===== src/rtl/rail_sequencer.sv =====
// Power-rail sequencer: ordered rail enable/disable with per-rail settle delay,
// pgood supervision, low-power partial shutdown and a latched fault state.
module rail_sequencer #(
  parameter int N_RAILS = 4,
  parameter int TW      = 8,
  parameter int PG_TO   = 15
) (
  input  logic                  clk,
  input  logic                  reset,
  input  logic                  on_sw,
  input  logic                  lp_sw,
  input  logic                  lb_sw,
  input  logic [N_RAILS*TW-1:0] dly_cfg,
  input  logic [N_RAILS-1:0]    lp_keep,
  input  logic [N_RAILS-1:0]    pgood,
  output logic [N_RAILS-1:0]    rail_en,
  output logic [2:0]            state,
  output logic                  ready,
  output logic                  fault,
  output logic [N_RAILS-1:0]    fault_rail
);
  localparam int IW = $clog2(N_RAILS);
  localparam int PW = (PG_TO > 0) ? $clog2(PG_TO + 1) : 1;
  localparam logic [N_RAILS-1:0] RAIL0 = {{(N_RAILS-1){1'b0}}, 1'b1};

  typedef enum logic [2:0] {
    S_OFF = 3'd0, S_UP = 3'd1, S_ACTIVE = 3'd2, S_DOWN = 3'd3, S_LP = 3'd4, S_FAULT = 3'd5
  } state_t;

  function automatic logic [IW-1:0] lowest_zero(input logic [N_RAILS-1:0] m);
    lowest_zero = {IW{1'b0}};
    for (int i = N_RAILS - 1; i >= 0; i--) lowest_zero = m[i] ? lowest_zero : IW'(i);
  endfunction

  function automatic logic [IW-1:0] highest_one(input logic [N_RAILS-1:0] m);
    highest_one = {IW{1'b0}};
    for (int i = 0; i < N_RAILS; i++) highest_one = m[i] ? IW'(i) : highest_one;
  endfunction

  state_t              state_r, state_nx;
  logic [N_RAILS-1:0]  rail_en_r, rail_en_nx;
  logic [TW-1:0]       timer_r, timer_nx;
  logic [IW-1:0]       cur_r, cur_nx;
  logic [PW-1:0]       pg_cnt_r, pg_cnt_nx;
  logic [N_RAILS-1:0]  keep_r, keep_nx;
  logic                full_r, full_nx;
  logic [N_RAILS-1:0]  fault_rail_r, fault_rail_nx;
  logic [N_RAILS-1:0]  loss_r;
  logic                ready_r, fault_r;

  logic                stop_s, go_up_s, go_dn_s, dn_any_s;
  logic [N_RAILS-1:0]  dn_keep_s, dn_mask_s, loss_s, lost_s, lost_low_s;
  logic [IW-1:0]       up_idx_s, dn_idx_s;
  logic [TW-1:0]       dly_a_s [N_RAILS];

  for (genvar g = 0; g < N_RAILS; g++) begin : g_dly
    assign dly_a_s[g] = dly_cfg[g*TW +: TW];
  end

  // Next-rail selection and pgood-loss detection; the skip set is live lp_keep only when a partial DOWN starts.
  always_comb begin
    stop_s = ~on_sw | lb_sw;
    if (state_r == S_DOWN && !full_r && !stop_s) dn_keep_s = keep_r;
    else if (state_r == S_ACTIVE && !stop_s) dn_keep_s = lp_keep;
    else dn_keep_s = {N_RAILS{1'b0}};
    dn_mask_s  = rail_en_r & ~dn_keep_s;
    dn_any_s   = |dn_mask_s;
    dn_idx_s   = highest_one(dn_mask_s);
    up_idx_s   = lowest_zero(rail_en_r);
    if (state_r == S_ACTIVE || state_r == S_LP) loss_s = rail_en_r & ~pgood;
    else loss_s = {N_RAILS{1'b0}};
    lost_s     = loss_s & loss_r;
    lost_low_s = lost_s & (~lost_s + RAIL0);
  end

  // Sequencer next-state: transitions first, then the common step-start action.
  always_comb begin
    state_nx      = state_r;
    rail_en_nx    = rail_en_r;
    timer_nx      = timer_r;
    cur_nx        = cur_r;
    pg_cnt_nx     = pg_cnt_r;
    keep_nx       = keep_r;
    full_nx       = full_r;
    fault_rail_nx = fault_rail_r;
    go_up_s       = 1'b0;
    go_dn_s       = 1'b0;
    case (state_r)
      S_OFF: begin
        if (on_sw && !lb_sw) begin state_nx = S_UP; go_up_s = 1'b1; end
        else state_nx = S_OFF;
      end
      S_UP: begin
        if (stop_s) begin state_nx = S_DOWN; full_nx = 1'b1; go_dn_s = 1'b1; end
        else if (timer_r != {TW{1'b0}}) timer_nx = timer_r - TW'(1);
        else if (pgood[cur_r]) begin
          if (&rail_en_r) state_nx = S_ACTIVE;
          else go_up_s = 1'b1;
        end
        else if (pg_cnt_r == PW'(PG_TO)) begin
          state_nx      = S_FAULT;
          rail_en_nx    = {N_RAILS{1'b0}};
          fault_rail_nx = RAIL0 << cur_r;
        end
        else pg_cnt_nx = pg_cnt_r + PW'(1);
      end
      S_ACTIVE, S_LP: begin
        if (|lost_s) begin
          state_nx      = S_FAULT;
          rail_en_nx    = {N_RAILS{1'b0}};
          fault_rail_nx = lost_low_s;
        end
        else if (stop_s) begin
          full_nx = 1'b1;
          if (dn_any_s) begin state_nx = S_DOWN; go_dn_s = 1'b1; end
          else state_nx = S_OFF;
        end
        else if (state_r == S_ACTIVE && lp_sw) begin
          full_nx = 1'b0;
          if (dn_any_s) begin state_nx = S_DOWN; go_dn_s = 1'b1; end
          else state_nx = S_LP;
        end
        else if (state_r == S_LP && !lp_sw) begin
          if (&rail_en_r) state_nx = S_ACTIVE;
          else begin state_nx = S_UP; go_up_s = 1'b1; end
        end
        else state_nx = state_r;
      end
      S_DOWN: begin
        // A shutdown request turns a partial DOWN into a full one mid-flight.
        full_nx = full_r | stop_s;
        if (timer_r != {TW{1'b0}}) timer_nx = timer_r - TW'(1);
        else if (dn_any_s) go_dn_s = 1'b1;
        else if (full_r || stop_s) state_nx = S_OFF;
        else state_nx = S_LP;
      end
      S_FAULT: begin
        rail_en_nx = {N_RAILS{1'b0}};
        if (!on_sw) state_nx = S_OFF;
        else state_nx = S_FAULT;
      end
      default: begin
        state_nx   = S_OFF;
        rail_en_nx = {N_RAILS{1'b0}};
      end
    endcase
    case ({go_up_s, go_dn_s})
      2'b10: begin
        rail_en_nx[up_idx_s] = 1'b1;
        timer_nx             = dly_a_s[up_idx_s];
        cur_nx               = up_idx_s;
        pg_cnt_nx            = {PW{1'b0}};
      end
      2'b01: begin
        rail_en_nx[dn_idx_s] = 1'b0;
        timer_nx             = dly_a_s[dn_idx_s];
        cur_nx               = dn_idx_s;
        keep_nx              = dn_keep_s;
      end
      default: ;
    endcase
  end

  // State and output registers; ready/fault follow the next state so they move with state.
  always_ff @(posedge clk or posedge reset) begin
    if (reset) begin
      state_r      <= S_OFF;
      rail_en_r    <= {N_RAILS{1'b0}};
      timer_r      <= {TW{1'b0}};
      cur_r        <= {IW{1'b0}};
      pg_cnt_r     <= {PW{1'b0}};
      keep_r       <= {N_RAILS{1'b0}};
      full_r       <= 1'b0;
      fault_rail_r <= {N_RAILS{1'b0}};
      loss_r       <= {N_RAILS{1'b0}};
      ready_r      <= 1'b0;
      fault_r      <= 1'b0;
    end else begin
      state_r      <= state_nx;
      rail_en_r    <= rail_en_nx;
      timer_r      <= timer_nx;
      cur_r        <= cur_nx;
      pg_cnt_r     <= pg_cnt_nx;
      keep_r       <= keep_nx;
      full_r       <= full_nx;
      fault_rail_r <= fault_rail_nx;
      loss_r       <= loss_s;
      ready_r      <= (state_nx == S_ACTIVE);
      fault_r      <= (state_nx == S_FAULT);
    end
  end

  assign rail_en    = rail_en_r;
  assign state      = state_r;
  assign ready      = ready_r;
  assign fault      = fault_r;
  assign fault_rail = fault_rail_r;
endmodule


===== config.mk =====
export PLATFORM = sky130hd
export DESIGN_NAME = rail_sequencer
export DESIGN_NICKNAME = d
export VERILOG_FILES = /design/src/rtl/rail_sequencer.sv
export SDC_FILE = /design/constraint.sdc
export NUM_CORES = 1
export LEC_CHECK = 0
export CAP_MARGIN = 0
export CELL_PAD_IN_SITES_DETAIL_PLACEMENT = 0
export CELL_PAD_IN_SITES_GLOBAL_PLACEMENT = 2
export CORE_MARGIN = 2
export CORE_UTILIZATION = 27
export DETAILED_ROUTE_END_ITERATION = 16
export PLACE_DENSITY = 0.75
export SLEW_MARGIN = 20
export SYNTH_ARGS = -nofsm -noshare
export SYNTH_HDL_FRONTEND = slang
export SYNTH_SLANG_ARGS = --single-unit

===== constraint.sdc =====
create_clock -name clk -period 2.8 [get_ports clk]
set_input_delay 0.56 -clock clk [delete_from_list [all_inputs] [get_ports clk]]
set_output_delay 0.56 -clock clk [all_outputs]
set_load 0.005 [all_outputs]

# --- Word-level counts from Yosys, hierarchy flattened ---
# Cells that the tools add are included.
word_totals:
  elab_cells: 176
  ramBits: 0
  inputBits: 45
  n_memories: 0
  rom_bits: 0
  reg_bits: 36
  latchBits: 0
  output_inout_bits: 13
op_classes:
  bitwise_logic: 15
  n_div: 0
  n_mul: 0
  n_shift: 1
  n_addsub: 3
  n_mux: 86
  eq_ne: 23
  order_cmp: 7
  reduce_logical: 30
op_table:
  columns: ["op", "count"]
  rows:
  - ["$mux W4", 19]
  - ["$mux W8", 6]
  - ["$mux W3", 14]
  - ["$bmux W8 S2", 2]
  - ["$pmux W8 S2", 2]
  - ["$mux W1", 24]
  - ["$and A4 B4 Y4", 5]
  - ["$mux W2", 8]
  - ["$not A4 Y4", 4]
  - ["$pmux W4 S2", 2]
  - ["$pmux W3 S5", 1]
  - ["$ne A2 B2 Y1 const B", 7]
  - ["$pmux W4 S3", 1]
  - ["$eq A3 B2 Y1 const B", 3]
  - ["$eq A3 B3 Y1 const B", 3]
  - ["$lt A2 B3 Y1 const B", 3]
  - ["$pmux W1 S3", 3]
  - ["$add A4 B1 Y4 const B", 2]
  - ["$logic_and A1 B1 Y1", 8]
  - ["$ne A2 B1 Y1 const B", 4]
  - ["$reduce_and A4 Y1", 2]
  - ["$reduce_bool A8 Y1", 1]
  - ["$reduce_or A4 Y1", 2]
  - ["$sub A8 B1 Y8 const B", 1]
  - ["26 further kinds", 38]

# --- Depth between registers and ports, before layout ---
logic_depth:
  depth_word: 18
  mapped_depth: 15

# --- Worst setup path after synthesis ---
# Ideal clock, no wire load.
synth_timing:
  path_type: "input to register"
  start: "in on_sw"
  end: "reg timer_r[6]"
  cell_stages: 11
  setup_ns: 0.065
  setup_slack_ns: -0.459
  arrival_ns: 3.194
  path_buffers: 0
  cell_sequence: "or2b_2 nor3b_4 a221oi_1 nor4_1 o22a_1 ha_1 nor2_1 o21a_2 or4_2 a21boi_1 a2111o_1"
synth_between:
  elab_chain_cells: 17
  word_cells_on_any_way: 36
  classes_between: "3 x eq/ne; 21 x mux; 5 x bitwise; 7 x reduce/logical"
synth_lines:
  columns: ["element", "line", "source"]
  rows:
  - ["from (decl)", "10", "input logic on_sw,"]
  - ["$not A1 Y1", "62", "stop_s = ~on_sw | lb_sw;"]
  - ["$or A1 B1 Y1", "62", null]
  - ["$logic_not A1 Y1", "63, 64", null]
  - ["$logic_and A1 B1 Y1", "64", "else if (state_r == S_ACTIVE && !stop_s) dn_keep_s = lp_keep;"]
  - ["$mux W4", "64", null]
  - ["$mux W4", "63", "if (state_r == S_DOWN && !full_r && !stop_s) dn_keep_s = keep_r;"]
  - ["$not A4 Y4", "66", "dn_mask_s = rail_en_r & ~dn_keep_s;"]
  - ["$and A4 B4 Y4", "66", null]
  - ["$reduce_or A4 Y1", "67", "dn_any_s = |dn_mask_s;"]
  - ["$mux W1", "115, 120, 133", null]
  - ["$mux W1", "118", "else if (state_r == S_ACTIVE && lp_sw) begin"]
  - ["$mux W1", "113", "else if (stop_s) begin"]
  - ["$mux W1", "108", "if (|lost_s) begin"]
  - ["$pmux W1 S3", "88", "case (state_r)"]
  - ["$eq A2 B1 Y1 / $eq A2 B2 Y1 (equally long branches)", "147", "case ({go_up_s, go_dn_s})"]
  - ["$ne A4 B4 Y1 (no source line) / $reduce_bool A4 Y1 (equally long branches)", null, null]
  - ["$reduce_and A2 Y1 (no source line)", null, null]
  - ["to (signal assigned)", "169", "timer_r <= {TW{1'b0}};"]
  - ["to (signal assigned)", "181", "timer_r <= timer_nx;"]
  - ["to (decl)", "42", "logic [TW-1:0] timer_r, timer_nx;"]
# Several ways; a longest one is shown, not always the timed one. The select of a mux whose other input is x is not followed.
# A chain may end at the register's enable or synchronous reset.

# --- Worst setup path after layout ---
layout_timing:
  start: "reg timer_r[0]"
  end: "reg timer_r[6]"
layout_between:
  elab_chain_cells: 7
  word_cells_on_any_way: 16
  classes_between: "1 x add/sub; 3 x eq/ne; 9 x mux; 3 x reduce/logical"
layout_lines:
  columns: ["element"]
  rows:
  - ["branches (longest 7 deep; another with $sub A8 B1 Y8)"]
# Parallel ways; which one is timed is not known. The select of a mux whose other input is x is not followed.

==> summary.md <==
| Metric | Value |
|---|---|
| Worst Path Max Fanout | 5 |
| Die Footprint | approximately 11000 µm² |
| Yosys cell types | 75 |
| Fraction of layout cells with a size suffix above 1 | 0.354 |
| Die X-Extent | 107 µm |
| Min-delay src | fault_rail[0] |
| Final WL | around 11000 µm |
| Final Setup Violations | 16 |
| Setup tns final | -2.10 ns |
| Largest net degree at the start of global routing | 37 |
| Seq cells post-synth | 36 |
| Total Nets Final | 540 |
| Reg2reg path depth | 13 |
| Area growth from synthesis to layout | 66.7% |
| Rows | 37 |
| Proportion of synthesized area in mux cells | 0.0408 |
| Syn avg cell area | 8.29 µm² |
| Post-synth EDFFs | 0 |
| Vias per std cell | about 5.3 |
| Final GP Congestion | between 0.8 and 0.9 |
| Maximum VDD drop | 291 µV |
| TritonRoute pass-1 iters | 4 |
| Clock Sinks | 36 |
| Leakage | 0.00192 µW |
| Post-synth ARST share | 1.00 |
| Main combinational cell family by area after synthesis | compound AO/OA/AOI/OAI gates |
| Post-Synthesis Cells | about 340 |
| CTS clk-pin slew, worst paths | 0.09 ns |
| Antenna Violating Nets Remaining | 0 |
| CTS tree | done |
| Die Y | 107 µm |
| I/O Buffers | 57 |
| CP required | ~3 ns |
| Post-layout instance area | approximately 4800 µm² |
| Post-Synth XOR/XNOR Area | 0.0123 |
| Setup crit end kind | flip-flop |
| Post-synth top area share | 0.316 |
| FILL cells | between 1000 and 1500 |
| Max cap viols | 0 |
| Outcome | finished, violations left |
| # IOs | 58 |
| Initial antenna violation count | 0 |
| Minimum clock period | approximately 3 ns |
| Commonest non-fill, non-tap cell in the layout | buf_4 |
| Setup crit start | timer_r[0] |
| Hold Vio Cnt, Final | 0 |
| Cell Pwr Density | between 700 and 800 nW/µm² |
| CTS Buf Count | 5 |
| Synth Area in Compound Gates | 0.289 |
| Layout Skew | around 0.0075 ns |
| F_max | between 300 and 400 MHz |
| Diode count | 0 |
| DRC viols | 0 |
| Worst R2R Setup Slack | -0.21 ns |
| Root buf cell | clkbuf_8 |
| Post-DP Area | 4150 µm² |
| Initial DRC count | ~160 |
| Syn Nets | a little under 400 |
| Synth Area in Adders | 0.0175 |
| Later-pin clock latency in the skew report | 0.30 ns |
| Overall Global Routing Usage | 0.194 |
| Cell Area, Synth | about 2900 µm² |
| Detailed-route via count | 3303 |
| Global-route wire length before repair | roughly 18000 µm |
| Util after Layout | 0.463 |
| Critical R2R Launch | timer_r[0] |
| Most frequent cells in the layout | buf_4, clkdlybuf4s50_1, dfrtp_1, nor2_1, nand2_1 |
| Yosys warns | 0 |
| CTS Buffer Depth | 2 |
| Least-Margin Pin Slew | between 0.6 and 0.7 ns |
| Cell taking the most area after synthesis | dfrtp_1 |
| Hold depth | 2 |
| Primary FF master, synth | dfrtp_1 |
| Post-Synth Simple-Gate Area | 0.278 |
| Final HPWL DP | around 8000 µm |
| H-tree levels | 2 |
| Count of final max-slew check failures | 0 |
| Hold Crit Class | reg -> reg |
| Failing checks | setup timing |
| Hold Path End | fault_rail[0] |
| Total power | roughly 3500 µW |
| Post-synthesis sequential area ratio | 0.316 |
| Initial Utilization | 0.278 |
| GRT overflow | 0 |
| Post-route clock period utilization | 1.08 |
| Largest cells by area after synthesis | dfrtp_1, o21ai_0, nor2_1 |
| Crit path DAT | 3.25 ns |
| Worst flop-to-flop path endpoint | timer_r[6] |
| Unrepaired setup endpoints after global routing | true |
| Relative slew slack | 0.572 |
| Post-DR wirelength/cell | ~17 µm |
| Worst Setup Path Type | reg -> reg |
| Setup ws final | -0.213 ns |
| Placeable Area | between 10000 and 15000 µm² |
| Critical path launch point type | flip-flop |
| Vias in the first global route | about 3300 |
-- report_power, final --
group          switching (µW)  total, µW  internal, µW
sequential                126        786           660
combinational            1030       2200          1170
clock                     227        496           269
total                    1390       3490          2100
-- state kept, by name (all words and copies together) (netlist names) --
register / cells
timer_r: 8
fault_rail: 4
state: 3
loss_r: 4
cur_r: 2
fault: 1
full_r: 1
pg_cnt_r: 4
ready: 1
rail_en: 4
keep_r: 4
-- cell usage after synthesis (2+ instances only) --
cell      number
and4_1         2
o31ai_1        4
nor2_1        34
a41oi_1        2
o21bai_1       2
nor4_1         2
dfrtp_1       36
xor2_1         2
xnor2_1        2
a211oi_1      10
o21ai_0       28
o22ai_1        6
clkbuf_1       9
ha_1           4
o221ai_1       3
nand3_1        9
a211o_1        2
nand2b_1       6
a21oi_1       22
a21o_1         2
a32o_1         3
nand4_1        4
nand3b_1       6
nor4_4         2
o221a_2        4
a221oi_1       2
inv_1         12
nand2_1       28
and2_1         4
o211ai_1       3
mux2i_1        9
o21ai_1        3
a31oi_1        3
and3_1         5
nor3_1        12
nand4b_1       4
o22a_1         3
buf_2          7
nor2b_1        7
-- final cells by class --
type / count / area, µm² / share of cell area
clock buffers: 5 / 68.8 / 0.0145
clock inverters: 3 / 46.3 / 0.00974
inverters: 12 / 45.0 / 0.00947
multi-input cells: 277 / 2140 / 0.450
flip-flops and latches: 36 / 901 / 0.189
well taps: 136 / 170 / 0.0358
repair buffers: 159 / 1380 / 0.291
-- cell families (layout without fill, tap and decap cells) --
group	after synthesis	count (layout)
xor gates and xnor gates	4	4
and+or+nand+nor	139	139
muxes	10	10
DFF	36	36
buffers and inverters	31	179
AOI/OAI and AO/OA	120	120
adders and majority gates	4	4
-- worst max-delay path by stage --
stage,endpoint,slack (ns),cells past startpoint
2_1_floorplan,timer_r[6],-0.12,11
3_5_place_dp,timer_r[6],-0.75,12
5_1_grt,timer_r[1],-0.39,14
4_1_cts,timer_r[6],-0.14,13
6_report,timer_r[6],-0.21,13
3_3_place_gp,timer_r[0],-0.64,12
-- metal layers --
| metal | part of all wire | up-vias | track usage |
|---|---|---|---|
| met4 | 0.0096 | 0 | 0.0464 |
| met1 | 0.47 | 1617 | 0.273 |
| met3 | 0.038 | 7 | 0.0195 |
| met5 | 0 | - | 0 |
| li1 | - | 1602 | - |
| met2 | 0.48 | 77 | 0.318 |
-- stage by stage --
stage,setup WS (ns),hold WS [ns],instances
final,-0.213,0.493,628
after global routing,-0.395,0.525,628
after CTS,-0.135,0.499,621
after detailed placement,-0.753,0.477,597
after global placement,-0.644,0.466,597
after floorplan,-0.124,0.466,344
-- worst max-delay path, cell delays in order (launching register included) --
cell and delay (ns):
dfrtp_1 0.40, inv_2 0.07, ha_4 0.14, or4b_4 0.48
nor4_4 0.24, nand2_1 0.14, o31ai_2 0.25, buf_4 0.17
ha_4 0.17, nor2_4 0.05, o21a_4 0.13, or4_4 0.48
a21boi_2 0.13, a2111o_1 0.11
-- timing repair --
item | 4_1_cts | 5_1_grt
hold buffers | 0 | 0
setup endpoints to repair | 14 | 14
pin swaps | 31 | 17
setup buffers | 16 | 9
resized for setup | 46 | 31
hold endpoints to repair | 0 | 0
Note: power is estimated with default switching activity, not from simulation.
